===== src/rtl/alif_param_serializer_if.sv =====
// Signal bundle between the host controller and the neuron configuration serializer.
interface alif_param_serializer_if #(
  parameter int FRAME_W = 40
);
  // Handshake: the host's start request is taken on a clock edge only while busy=0.
  // start is not queued while busy=1. done is a one-cycle completion pulse, and
  // busy falls on the same edge. abort drops the transfer without a done pulse.
  logic               start;
  logic               abort;
  logic [FRAME_W-1:0] param_word;
  logic               params_ready;
  logic               load_mode;
  logic               serial_data;
  logic               busy;
  logic               done;
  logic               err;
  logic [1:0]         dbg_state;

  modport master (
    output start, abort, param_word, params_ready,
    input  load_mode, serial_data, busy, done, err, dbg_state
  );

  modport slave (
    input  start, abort, param_word, params_ready,
    output load_mode, serial_data, busy, done, err, dbg_state
  );
endinterface


===== src/rtl/alif_param_serializer.sv =====
// Shifts a parameter frame MSB-first onto load_mode/serial_data, then waits for params_ready.
module alif_param_serializer #(
  parameter int FRAME_W      = 40,
  parameter int CLKS_PER_BIT = 1,
  parameter int TIMEOUT      = 255
) (
  input logic                   clk,
  input logic                   rst_n,
  alif_param_serializer_if.slave bus
);
  localparam int BIT_W = $clog2(FRAME_W + 1);
  localparam int CYC_W = (CLKS_PER_BIT > 1) ? $clog2(CLKS_PER_BIT) : 1;
  localparam int TO_W  = $clog2(TIMEOUT + 1);
  localparam logic [BIT_W-1:0] LAST_BIT = BIT_W'(FRAME_W - 1);
  localparam logic [CYC_W-1:0] LAST_CYC = CYC_W'(CLKS_PER_BIT - 1);
  localparam logic [TO_W-1:0]  LAST_TO  = TO_W'(TIMEOUT - 1);

  typedef enum logic [1:0] {
    IDLE     = 2'd0,
    SHIFT    = 2'd1,
    WAIT_RDY = 2'd2
  } state_e;

  state_e             state_q, state_d;
  logic [FRAME_W-1:0] shreg_q, shreg_d, shreg_shift;
  logic [BIT_W-1:0]   bit_cnt_q, bit_cnt_d;
  logic [CYC_W-1:0]   cyc_cnt_q, cyc_cnt_d;
  logic [TO_W-1:0]    to_cnt_q, to_cnt_d;
  logic               load_mode_q, load_mode_d;
  logic               serial_data_q, serial_data_d;
  logic               busy_q, busy_d;
  logic               done_q, done_d;
  logic               err_q, err_d;
  logic               bit_end, frame_end, to_end;

  assign bit_end     = (cyc_cnt_q == LAST_CYC);
  assign frame_end   = bit_end && (bit_cnt_q == LAST_BIT);
  assign to_end      = (to_cnt_q == LAST_TO);
  assign shreg_shift = shreg_q << 1;

  always_ff @(posedge clk or negedge rst_n) begin
    if (!rst_n) state_q <= IDLE;
    else        state_q <= state_d;
  end

  always_comb begin
    state_d = state_q;
    case (state_q)
      IDLE:     if (bus.start) state_d = SHIFT;
      SHIFT: begin
        if (bus.abort)      state_d = IDLE;
        else if (frame_end) state_d = WAIT_RDY;
      end
      WAIT_RDY: if (bus.abort || bus.params_ready || to_end) state_d = IDLE;
      default:  state_d = IDLE;
    endcase
  end

  always_comb begin
    shreg_d       = shreg_q;
    bit_cnt_d     = bit_cnt_q;
    cyc_cnt_d     = cyc_cnt_q;
    to_cnt_d      = to_cnt_q;
    load_mode_d   = load_mode_q;
    serial_data_d = serial_data_q;
    done_d        = 1'b0;
    err_d         = err_q;
    case (state_q)
      IDLE: begin
        if (bus.start) begin
          shreg_d       = bus.param_word;
          bit_cnt_d     = '0;
          cyc_cnt_d     = '0;
          to_cnt_d      = '0;
          err_d         = 1'b0;
          load_mode_d   = 1'b1;
          serial_data_d = bus.param_word[FRAME_W-1];
        end
      end
      SHIFT: begin
        if (bus.abort) begin
          load_mode_d   = 1'b0;
          serial_data_d = 1'b0;
        end else if (bit_end) begin
          cyc_cnt_d = '0;
          if (bit_cnt_q == LAST_BIT) begin
            load_mode_d   = 1'b0;
            serial_data_d = 1'b0;
            to_cnt_d      = '0;
          end else begin
            shreg_d       = shreg_shift;
            bit_cnt_d     = bit_cnt_q + BIT_W'(1);
            serial_data_d = shreg_shift[FRAME_W-1];
          end
        end else begin
          cyc_cnt_d = cyc_cnt_q + CYC_W'(1);
        end
      end
      WAIT_RDY: begin
        // A ready seen on the expiring edge still counts as success.
        if (!bus.abort) begin
          if (bus.params_ready) begin
            done_d = 1'b1;
          end else if (to_end) begin
            done_d = 1'b1;
            err_d  = 1'b1;
          end else begin
            to_cnt_d = to_cnt_q + TO_W'(1);
          end
        end
      end
      default: begin
        load_mode_d   = 1'b0;
        serial_data_d = 1'b0;
      end
    endcase
    busy_d = (state_d != IDLE);
  end

  always_ff @(posedge clk or negedge rst_n) begin
    if (!rst_n) begin
      shreg_q       <= '0;
      bit_cnt_q     <= '0;
      cyc_cnt_q     <= '0;
      to_cnt_q      <= '0;
      load_mode_q   <= 1'b0;
      serial_data_q <= 1'b0;
      busy_q        <= 1'b0;
      done_q        <= 1'b0;
      err_q         <= 1'b0;
    end else begin
      shreg_q       <= shreg_d;
      bit_cnt_q     <= bit_cnt_d;
      cyc_cnt_q     <= cyc_cnt_d;
      to_cnt_q      <= to_cnt_d;
      load_mode_q   <= load_mode_d;
      serial_data_q <= serial_data_d;
      busy_q        <= busy_d;
      done_q        <= done_d;
      err_q         <= err_d;
    end
  end

  assign bus.load_mode   = load_mode_q;
  assign bus.serial_data = serial_data_q;
  assign bus.busy        = busy_q;
  assign bus.done        = done_q;
  assign bus.err         = err_q;
  assign bus.dbg_state   = state_q;
endmodule

===== src/flat_wrapper.sv =====
// flat-port wrapper written by rule: the top's interface ports become plain ports
module alif_param_serializer_flat 
#(
  parameter int FRAME_W      = 40,
  parameter int CLKS_PER_BIT = 1,
  parameter int TIMEOUT      = 255
)
  (clk, rst_n, bus_start, bus_abort, bus_param_word, bus_params_ready, bus_load_mode, bus_serial_data, bus_busy, bus_done, bus_err, bus_dbg_state);
  alif_param_serializer_if #(.FRAME_W(FRAME_W)) bus_i ();
  input logic clk;
  input logic rst_n;
  input wire logic [$bits(bus_i.start)-1:0] bus_start;
  input wire logic [$bits(bus_i.abort)-1:0] bus_abort;
  input wire logic [$bits(bus_i.param_word)-1:0] bus_param_word;
  input wire logic [$bits(bus_i.params_ready)-1:0] bus_params_ready;
  output wire logic [$bits(bus_i.load_mode)-1:0] bus_load_mode;
  output wire logic [$bits(bus_i.serial_data)-1:0] bus_serial_data;
  output wire logic [$bits(bus_i.busy)-1:0] bus_busy;
  output wire logic [$bits(bus_i.done)-1:0] bus_done;
  output wire logic [$bits(bus_i.err)-1:0] bus_err;
  output wire logic [$bits(bus_i.dbg_state)-1:0] bus_dbg_state;
  assign bus_i.start = bus_start;
  assign bus_i.abort = bus_abort;
  assign bus_i.param_word = bus_param_word;
  assign bus_i.params_ready = bus_params_ready;
  assign bus_load_mode = bus_i.load_mode;
  assign bus_serial_data = bus_i.serial_data;
  assign bus_busy = bus_i.busy;
  assign bus_done = bus_i.done;
  assign bus_err = bus_i.err;
  assign bus_dbg_state = bus_i.dbg_state;
  alif_param_serializer #(.FRAME_W(FRAME_W), .CLKS_PER_BIT(CLKS_PER_BIT), .TIMEOUT(TIMEOUT)) u_core (.clk(clk), .rst_n(rst_n), .bus(bus_i));
endmodule

===== config.mk =====
export PLATFORM = sky130hd
export DESIGN_NAME = alif_param_serializer_flat
export DESIGN_NICKNAME = d
export VERILOG_FILES = /design/src/rtl/alif_param_serializer_if.sv /design/src/rtl/alif_param_serializer.sv /design/src/flat_wrapper.sv
export SDC_FILE = /design/constraint.sdc
export NUM_CORES = 1
export LEC_CHECK = 0
export CAP_MARGIN = 20
export CELL_PAD_IN_SITES_DETAIL_PLACEMENT = 2
export CELL_PAD_IN_SITES_GLOBAL_PLACEMENT = 2
export CORE_MARGIN = 3
export CORE_UTILIZATION = 30
export CTS_CLUSTER_DIAMETER = 120
export DETAILED_ROUTE_END_ITERATION = 12
export PLACE_DENSITY = 0.85
export SETUP_SLACK_MARGIN = 0.4
export SLEW_MARGIN = 20
export SYNTH_ARGS = -nofsm -noshare
export SYNTH_HDL_FRONTEND = slang
export SYNTH_SLANG_ARGS = --single-unit

===== constraint.sdc =====
create_clock -name clk -period 2.2 [get_ports clk]
set_clock_uncertainty 0.1 [all_clocks]
set_input_delay 0.44 -clock clk [delete_from_list [all_inputs] [get_ports clk]]
set_output_delay 0.44 -clock clk [all_outputs]
set_load 0.02 [all_outputs]

After elaboration in Yosys (flattened, before gate mapping)
Cells that the tools add are included.
Cells by class
  add/subtract/negate cells: 3
  bitwise operators: 2
  eq/ne operators: 15
  mux-type cells: 45
  $mul: 0
  reductions and logical operators: 14
  $lt $le $gt $ge: 0
  shifts and indexed selects: 0
  div/mod/pow operators: 0
Operators with widths (count)
  $mux 39: 4
  $pmux 39 s2: 1
  $mux 8: 7
  $mux 6: 4
  $pmux 8 s3: 1
  $mux 1: 18
  $ne 2x2->1 const B: 7
  $pmux 6 s2: 1
  $reduce_and 5->1: 2
  $add 8x1->8 const B: 1
  $eq 8x8->1 const B: 1
  $mux 2: 4
  $reduce_and 8->1: 1
  $add 6x1->6 const B: 1
  $eq 6x6->1 const B: 1
  $pmux 1 s3: 2
  $pmux 2 s3: 1
  $reduce_and 3->1: 2
  $reduce_bool 2->1: 3
  $ne 2x1->1 const B: 2
  $pmux 1 s2: 2
  $reduce_and 4->1: 1
  $ne 3x2->1 const B: 1
  $ne 3x3->1 const B: 1
  other kinds (8): 10
Storage, ports and cells
  bits in read-only memories: 0
  input port bits: 45
  word-level logic and storage cells: 89
  memories: 0
  output and inout bits: 7
  bits in writable memories: 0
  latch bits: 0
  register bits: 61

Logic depth before layout (Yosys ltp)
Gate-level depths: netlist (run 1).
  word-level depth: 6
  mapped depth: 8
  depth with buffers taken out: 6

Worst setup path before layout (run 1)
Ideal clock, no wire load.
  kind: reg-to-reg
  from: reg u_core.state_q[1] (netlist: u_core.bus.dbg_state[1])
  to: reg u_core.shreg_q[11]
  required time: 1.974 ns
  period minus slack after synthesis: 1.814 ns
  buffers on the path: 2
  arrival time: 1.588 ns
  library setup time: 0.126 ns
  setup slack: 0.386 ns
  cell stages (with the launch flop): 8
  path through: dfrtp_1 > or3b_1 > a21oi_4 > nor2_2 > inv_2 > buf_4 > buf_6 > a31oi_1
On the way
  cells in the longest elaborated chain, start to end: 3
  elaborated cells on any way between the ends: 9
  classes of those cells: 5 x eq/ne; 1 x mux; 3 x reduce/logical
Ends and longest elaborated chain
  from (decl): RTL line alif_param_serializer.sv:24  | state_e state_q, state_d;
  from (signal assigned): RTL line alif_param_serializer.sv:43  | else state_q <= state_d;
  $eq 2x1->1 or $logic_not 2->1 (tied branches): RTL line alif_param_serializer.sv:68  | case (state_q)
  $ne 2x2->1 (no line) or $reduce_bool 2->1 (tied branches)
  $reduce_and 5->1 (no line)
  to (signal assigned): RTL line alif_param_serializer.sv:132  | shreg_q <= shreg_d;
  to (decl): RTL line alif_param_serializer.sv:25  | logic [FRAME_W-1:0] shreg_q, shreg_d, shreg_shift;
Several ways; a longest one is shown, not always the timed one.
A chain may end at the register's enable or synchronous reset.

Worst setup path after layout (run 1)
  from: reg u_core.state_q[1] (netlist: u_core.bus.dbg_state[1])
  to: out bus_dbg_state[1]
RTL lines
  to (decl): RTL line flat_wrapper.sv:21  | output wire logic [$bits(bus_i.dbg_state)-1:0] bus_dbg_state;
No word-level cell between the ends.

==> flow_summary.ini, run 1 <==
[power]
combPwrFrac_pct = 26.4
p_sw_w = 0.00118
p_leak_nw = 1.77
clkPwrFrac_pct = 31.2
ir_drop_uv = 376
pwr-share-seq_pct = 42.4
p_int_w = 0.00244
p_total_w = 0.00363
power_density_nw_per_um2 = 871
netSwitchingFraction_pct = 32.6

[finish]
areaGrowthSynthToFinish_pct = 41.3
n_antenna_cell = 0
finalInstanceArea_um2 = 4160
layout.nets = 449
fin_cells = 535
seqCellArea_um2 = 1500
fillers = 1030
final_util_pct = 44.4
multi_input_area_um2 = 1370
drive_gt1_share_pct = 18.2

[floorplan]
ios = 52
start_util_pct = 31.4
die_x_um = 105
die-area_um2 = 11000
core_region_area_um2 = 9370
dieHeight_um = 105
rows = 35

[global_routing]
grt_first_pass_wirelength_um = 16000
grt_pass1_vias = 3073
grt_remaining_overflow = 0
grt_max_degree = 56
grt.total_usage_pct = 18.3
antenna_found_initial = 0

[clock_tree]
clock-sinks = 60
ctsHtreeMaxLevel = 3
clkTransAtPathRegs_ps = 80
cts_tree = done
clock_latency_ps = 350
clockBufferDepth = 2
cts_root_buffer = clkbuf_8
cts_buffers = 9

[timing]
drv_slew = 0
rsz0062_at_grt = true
worst_hold_slack_ps = 354
period_minus_slack_ps = 1800
min_period_over_period_pct = 81.8
relSlewSlack_pct = 75.1
setup_viol = 0
hold_viol_final = 0
tightest_slew_ps = 372
fmax_mhz = 556

[detailed_routing]
vias = 2803
drt-pass1-iter-count = 4
drc = 0
drt-total-wl_um = 10400
postRouteAntennaNets = 0
via_per_inst = 5.24
wire_per_inst_um = 19.4
first_iter_violations = 61

[setup_path]
worstPathRequired_ps = 1660
end_kind = output port
r2r_cells = 7
r2r-end = u_core.to_cnt_q[1]
r2r_slack_ps = 410
crit_arrival_ps = 1260
path_max_fanout = 5
worst-setup-path-type = reg -> out
worstReg2RegStart = u_core.bus.dbg_state[1]
cp-start-kind = flop

[status]
status = complete, no violations

[synthesis]
synthFlopType = dfrtp_1
synth_cells = 324
synth_area_um2 = 2940
async_flop_share_pct = 100
synthesis.nets = 372
yosys_warnings = 0
syn_avg_cell_area_um2 = 9.09
ys_types = 49
synth-edff-count = 0
ys_ff_latch = 60
yosysSeqAreaShare_pct = 51.0

[job]
cap_viol_max_count = 0

[place]
dp_cells = 502
dpl.hpwl_um = 6390
place.gp.congestion = 0.793
dpl_cell_area_um2 = 3690
port_buffers = 51

[min_path]
hold_class = in -> async
==> flip-flops by register name, summed over array words and instances (netlist names) <==
name                    cells
u_core.bit_cnt_q            6
u_core.bus.load_mode        1
u_core.to_cnt_q             8
u_core.bus.serial_data      1
u_core.bus.busy             1
u_core.bus.err              1
u_core.bus.done             1
u_core.shreg_q             39
u_core.bus.dbg_state        2
==> synthesized netlist by cell type (3+ instances only) <==
library cell | instances | area, µm²
nand2_1 | 79 | 297
dfrtp_1 | 60 | 1500
a31oi_1 | 39 | 244
nor3_1 | 39 | 195
buf_2 | 11 | 55.1
clkbuf_1 | 8 | 30.0
o21ai_0 | 8 | 40.0
a21oi_1 | 7 | 35.0
nor2_1 | 7 | 26.3
inv_1 | 6 | 22.5
nand3_1 | 4 | 20.0
and3_1 | 3 | 18.8
ha_1 | 3 | 37.5
nand2b_1 | 3 | 18.8
nand3b_1 | 3 | 22.5
nand4_1 | 3 | 18.8
nor3b_1 | 3 | 22.5
==> cells by family after synthesis <==
| kind of cell | synth area share [%] |
|---|---|
| and+or+nand+nor | 25.5 |
| adders and majority gates | 1.28 |
| muxes | 0.382 |
| xor gates and xnor gates | 0.893 |
| DFF | 51.0 |
| AOI/OAI and AO/OA | 16.4 |
| buffers and inverters | 4.55 |
==> per-stage QoR <==
step,setup slack [ps],TNS [ps]
after CTS,400,0
after global placement,-59.5,-1750
after global routing,320,0
after detailed placement,-172,-5190
after floorplan,412,0
final,401,0
==> layout make-up <==
| cell class | count | area share (%) |
|---|---|---|
| flip-flops and latches | 60 | 36.2 |
| repair buffers | 88 | 21.1 |
| inverters | 7 | 0.692 |
| clock inverters | 7 | 2.20 |
| well taps | 129 | 3.88 |
| multi-input cells | 235 | 33.0 |
| clock buffers | 9 | 2.98 |
==> routing by layer <==
layer | vias up | share of wire [%] | global-route usage, %
li1 | 1311 | - | -
met1 | 1427 | 42 | 22.2
met2 | 54 | 54 | 33.1
met3 | 11 | 3.2 | 3.40
met4 | 0 | 1.1 | 4.78
met5 | - | 0 | 0
==> cell usage in the layout, fill, tap and decap left out, types with 2 or more instances in the layout <==
master           instances
nand2_1                 79
dfrtp_1                 58
clkdlybuf4s50_1         41
a31oi_1                 39
nor3_1                  38
buf_4                   22
clkbuf_8                 9
dlygate4sd2_1            8
o21ai_0                  7
buf_6                    7
inv_1                    6
nor2_1                   6
a21oi_1                  6
buf_12                   4
nand4_1                  3
nand3_1                  3
nand2b_1                 3
and3_1                   3
nand3b_1                 3
clkinv_2                 3
nor3b_4                  2
nor2_4                   2
nor3b_1                  2
o211ai_1                 2
o22ai_1                  2
a21o_1                   2
xor2_1                   2
ha_1                     2
bufinv_16                2
dfrtp_2                  2
==> worst max path at each step <==
| stage | endpoint | slack (ps) | start |
|---|---|---|---|
| 2_1_floorplan | u_core.to_cnt_q[1] | 410 | u_core.bus.dbg_state[0] |
| 3_3_place_gp | u_core.shreg_q[6] | -60 | bus_abort |
| 3_5_place_dp | u_core.shreg_q[15] | -170 | bus_abort |
| 4_1_cts | u_core.shreg_q[36] | 400 | u_core.bus.dbg_state[0] |
| 5_1_grt | u_core.bit_cnt_q[5] | 320 | u_core.bus.dbg_state[1] |
| 6_report | bus_dbg_state[1] | 400 | u_core.bus.dbg_state[1] |
==> timing repair <==
| item | 4_1_cts | 5_1_grt |
|---|---|---|
| setup buffers | 3 | 12 |
| resized for setup | 14 | 26 |
| pin swaps | 2 | 3 |
| setup endpoints to repair | 60 | 48 |
| hold buffers | 1 | 0 |
| endpoints found under the hold margin | 5 | 0 |
| cloned | 0 | 1 |
==> power by group through the flow <==
stage / combinational, W / clock (W) / sequential (W)
floorplan: 0.000521 / 0 / 0.00151
global placement: 0.000800 / 0 / 0.00152
detailed placement: 0.000864 / 0 / 0.00155
CTS: 0.000902 / 0.00115 / 0.00153
global route: 0.00108 / 0.00120 / 0.00157
finish: 0.000956 / 0.00113 / 0.00154
==> critical path, cell delays in order, from the launching register on <==
cell,delay [ps]
dfrtp_2,450
buf_4,150
dlygate4sd2_1,310
Power figures use the tool's default switching activity.
==> run 2: changes to the inputs <==
--- a/config.mk
+++ b/config.mk
@@ -9,10 +9,10 @@
 export CELL_PAD_IN_SITES_DETAIL_PLACEMENT = 2
 export CELL_PAD_IN_SITES_GLOBAL_PLACEMENT = 2
 export CORE_MARGIN = 3
-export CORE_UTILIZATION = 30
+export CORE_UTILIZATION = 29
 export CTS_CLUSTER_DIAMETER = 120
 export DETAILED_ROUTE_END_ITERATION = 12
-export PLACE_DENSITY = 0.85
+export PLACE_DENSITY = 0.86
 export SETUP_SLACK_MARGIN = 0.4
 export SLEW_MARGIN = 20
 export SYNTH_ARGS = -nofsm -noshare
==> constraint.sdc (replaced) <==
create_clock -name clk -period 1.45 [get_ports clk]
set_clock_uncertainty 0.1 [all_clocks]
set_input_delay 0.29 -clock clk [delete_from_list [all_inputs] [get_ports clk]]
set_output_delay 0.29 -clock clk [all_outputs]
set_load 0.02 [all_outputs]
==> flow_summary.ini, run 2 (same netlist as run 1, synthesis figures left out) <==
[clock_tree]
cts_tree = done
clock-sinks = 60
cts_buffers = 9
clockBufferDepth = 2
cts_root_buffer = clkbuf_8
clkTransAtPathRegs_ps = 80
ctsHtreeMaxLevel = 3
clock_latency_ps = 360

[place]
dpl.hpwl_um = 6870
port_buffers = 51
dp_cells = 530
place.gp.congestion = 0.852
place_ws_ps = -735

[setup_path]
cp-start-kind = flop
worstReg2RegStart = u_core.bus.dbg_state[0]
worstPathRequired_ps = 1570
end_kind = flop
r2r_slack_ps = -450
crit_arrival_ps = 2020
worst-setup-path-type = reg -> reg
cp_common_cell = buf_6
worst_path_max_delay_cell = dfrtp_2
crit_chain = buf_6, nor4b_4, nor3_4, a211oi_2, buf_6, a31oi_4
r2r-end = u_core.to_cnt_q[7]
cpPeakStageDelay_ps = 450
path_max_fanout = 5
r2r_cells = 6

[detailed_routing]
wire_per_inst_um = 23.6
vias = 3132
drc = 0
drt-pass1-iter-count = 6
postRouteAntennaNets = 0
drt-total-wl_um = 13700
first_iter_violations = 143
via_per_inst = 5.38

[power]
pwr-share-seq_pct = 39.2
ir_drop_uv = 538
clkPwrFrac_pct = 28.0
p_int_w = 0.00401
netSwitchingFraction_pct = 33.8
p_leak_nw = 2.07
combPwrFrac_pct = 32.8
power_density_nw_per_um2 = 1220
p_sw_w = 0.00204

[timing]
relSlewSlack_pct = 71.3
drv_slew = 0
worst_slack_ps = -447
hold_viol_final = 0
setup_viol = 62
period_minus_slack_ps = 1900
min_period_over_period_pct = 131
rsz0062_at_grt = true
fmax_mhz = 527
tightest_slew_ps = 430

[global_routing]
grt.total_usage_pct = 22.9
antenna_found_initial = 0
grt_pass1_vias = 3513
grt_remaining_overflow = 0
grt_max_degree = 61
grt_first_pass_wirelength_um = 19500

[floorplan]
die_x_um = 107
rows = 36
die-area_um2 = 11400
core_region_area_um2 = 9820
ios = 52
dieHeight_um = 107
start_util_pct = 30.0

[finish]
drive_gt1_share_pct = 35.2
layout_top_registers = u_core.shreg_q x39, u_core.to_cnt_q x8, u_core.bit_cnt_q x6
n_antenna_cell = 0
layout.nets = 493
mostFrequentLayoutCells = 77 x nand2_1, 58 x dfrtp_1, 43 x clkdlybuf4s50_1
fin_cells = 582
largest_reg_flops = 39
fillers = 1025
final_common_cell = nand2_1
top_register = u_core.shreg_q
areaGrowthSynthToFinish_pct = 68.6

[job]
cap_viol_max_count = 0

[status]
violations = negative setup slack
status = finished, violations left

[min_path]
hold_class = in -> async
-- run 2: how the worst max path moves through the flow --
| stage | slack [ps] | start | cells past startpoint | to |
|---|---|---|---|---|
| 4_1_cts | -330 | u_core.bit_cnt_q[1] | 8 | u_core.shreg_q[6] |
| 5_1_grt | -490 | u_core.bit_cnt_q[1] | 7 | u_core.bit_cnt_q[3] |
| 6_report | -450 | u_core.bus.dbg_state[0] | 6 | u_core.to_cnt_q[7] |
| 3_3_place_gp | -560 | bus_abort | 6 | u_core.shreg_q[37] |
| 3_5_place_dp | -740 | bus_abort | 7 | u_core.to_cnt_q[7] |
| 2_1_floorplan | -290 | u_core.bus.dbg_state[1] | 7 | u_core.shreg_q[11] |
-- run 2: routing by layer --
| metal | wire (µm) | global-route usage, % |
|---|---|---|
| met3 | 487 | 4.94 |
| met1 | 5050 | 24.1 |
| met4 | 295 | 9.77 |
| met5 | 0 | 0 |
| met2 | 7880 | 43.5 |
-- run 2: metrics by stage --
stage          TNS (ps)  total power, W  hold slack (ps)  utilization [%]  area (µm²)
6_report         -21140         0.00605              367             50.5        4960
5_1_grt          -24540         0.00638              398             50.5        4960
4_1_cts          -16080         0.00574              390             47.5        4670
3_5_place_dp     -33520         0.00374              227             40.0        3930
3_3_place_gp     -30070         0.00361              228             40.0        3930
2_1_floorplan    -12250         0.00310             -106                -        2990
-- run 2: critical path: cells and delay by family, from the launching register on --
| kind | cells | cell delay [ps] |
|---|---|---|
| buffers and inverters | 2 | 330 |
| AND/OR/NAND/NOR | 2 | 530 |
| AO/OA/AOI/OAI | 2 | 350 |
| flip-flops | 1 | 450 |
-- run 2: final cells by class --
cell class / instances / area [µm²] / area share [%]
clock buffer: 10 / 128 / 2.57
inverter: 7 / 28.8 / 0.580
timing repair buffer: 132 / 1430 / 28.8
clock inverter: 5 / 77.6 / 1.56
tap: 133 / 166 / 3.35
multi-input combinational: 235 / 1630 / 32.8
sequential: 60 / 1500 / 30.3
-- run 2: power groups by stage --
| stage | Sequential [W] | Clock, W | Combinational, W |
|---|---|---|---|
| after floorplan | 0.00229 | 0 | 0.000810 |
| after global placement | 0.00231 | 0 | 0.00130 |
| after detailed placement | 0.00234 | 0 | 0.00140 |
| after CTS | 0.00233 | 0.00168 | 0.00173 |
| after global routing | 0.00241 | 0.00182 | 0.00215 |
| final | 0.00237 | 0.00169 | 0.00199 |
-- run 2: timing repair --
action,in CTS,in global routing
gates cloned,4,2
hold buffers,1,0
endpoints found under the hold margin,60,0
endpoints found under the setup margin,67,67
gates resized for setup,100,39
buffers inserted,23,7
pin swaps,15,19
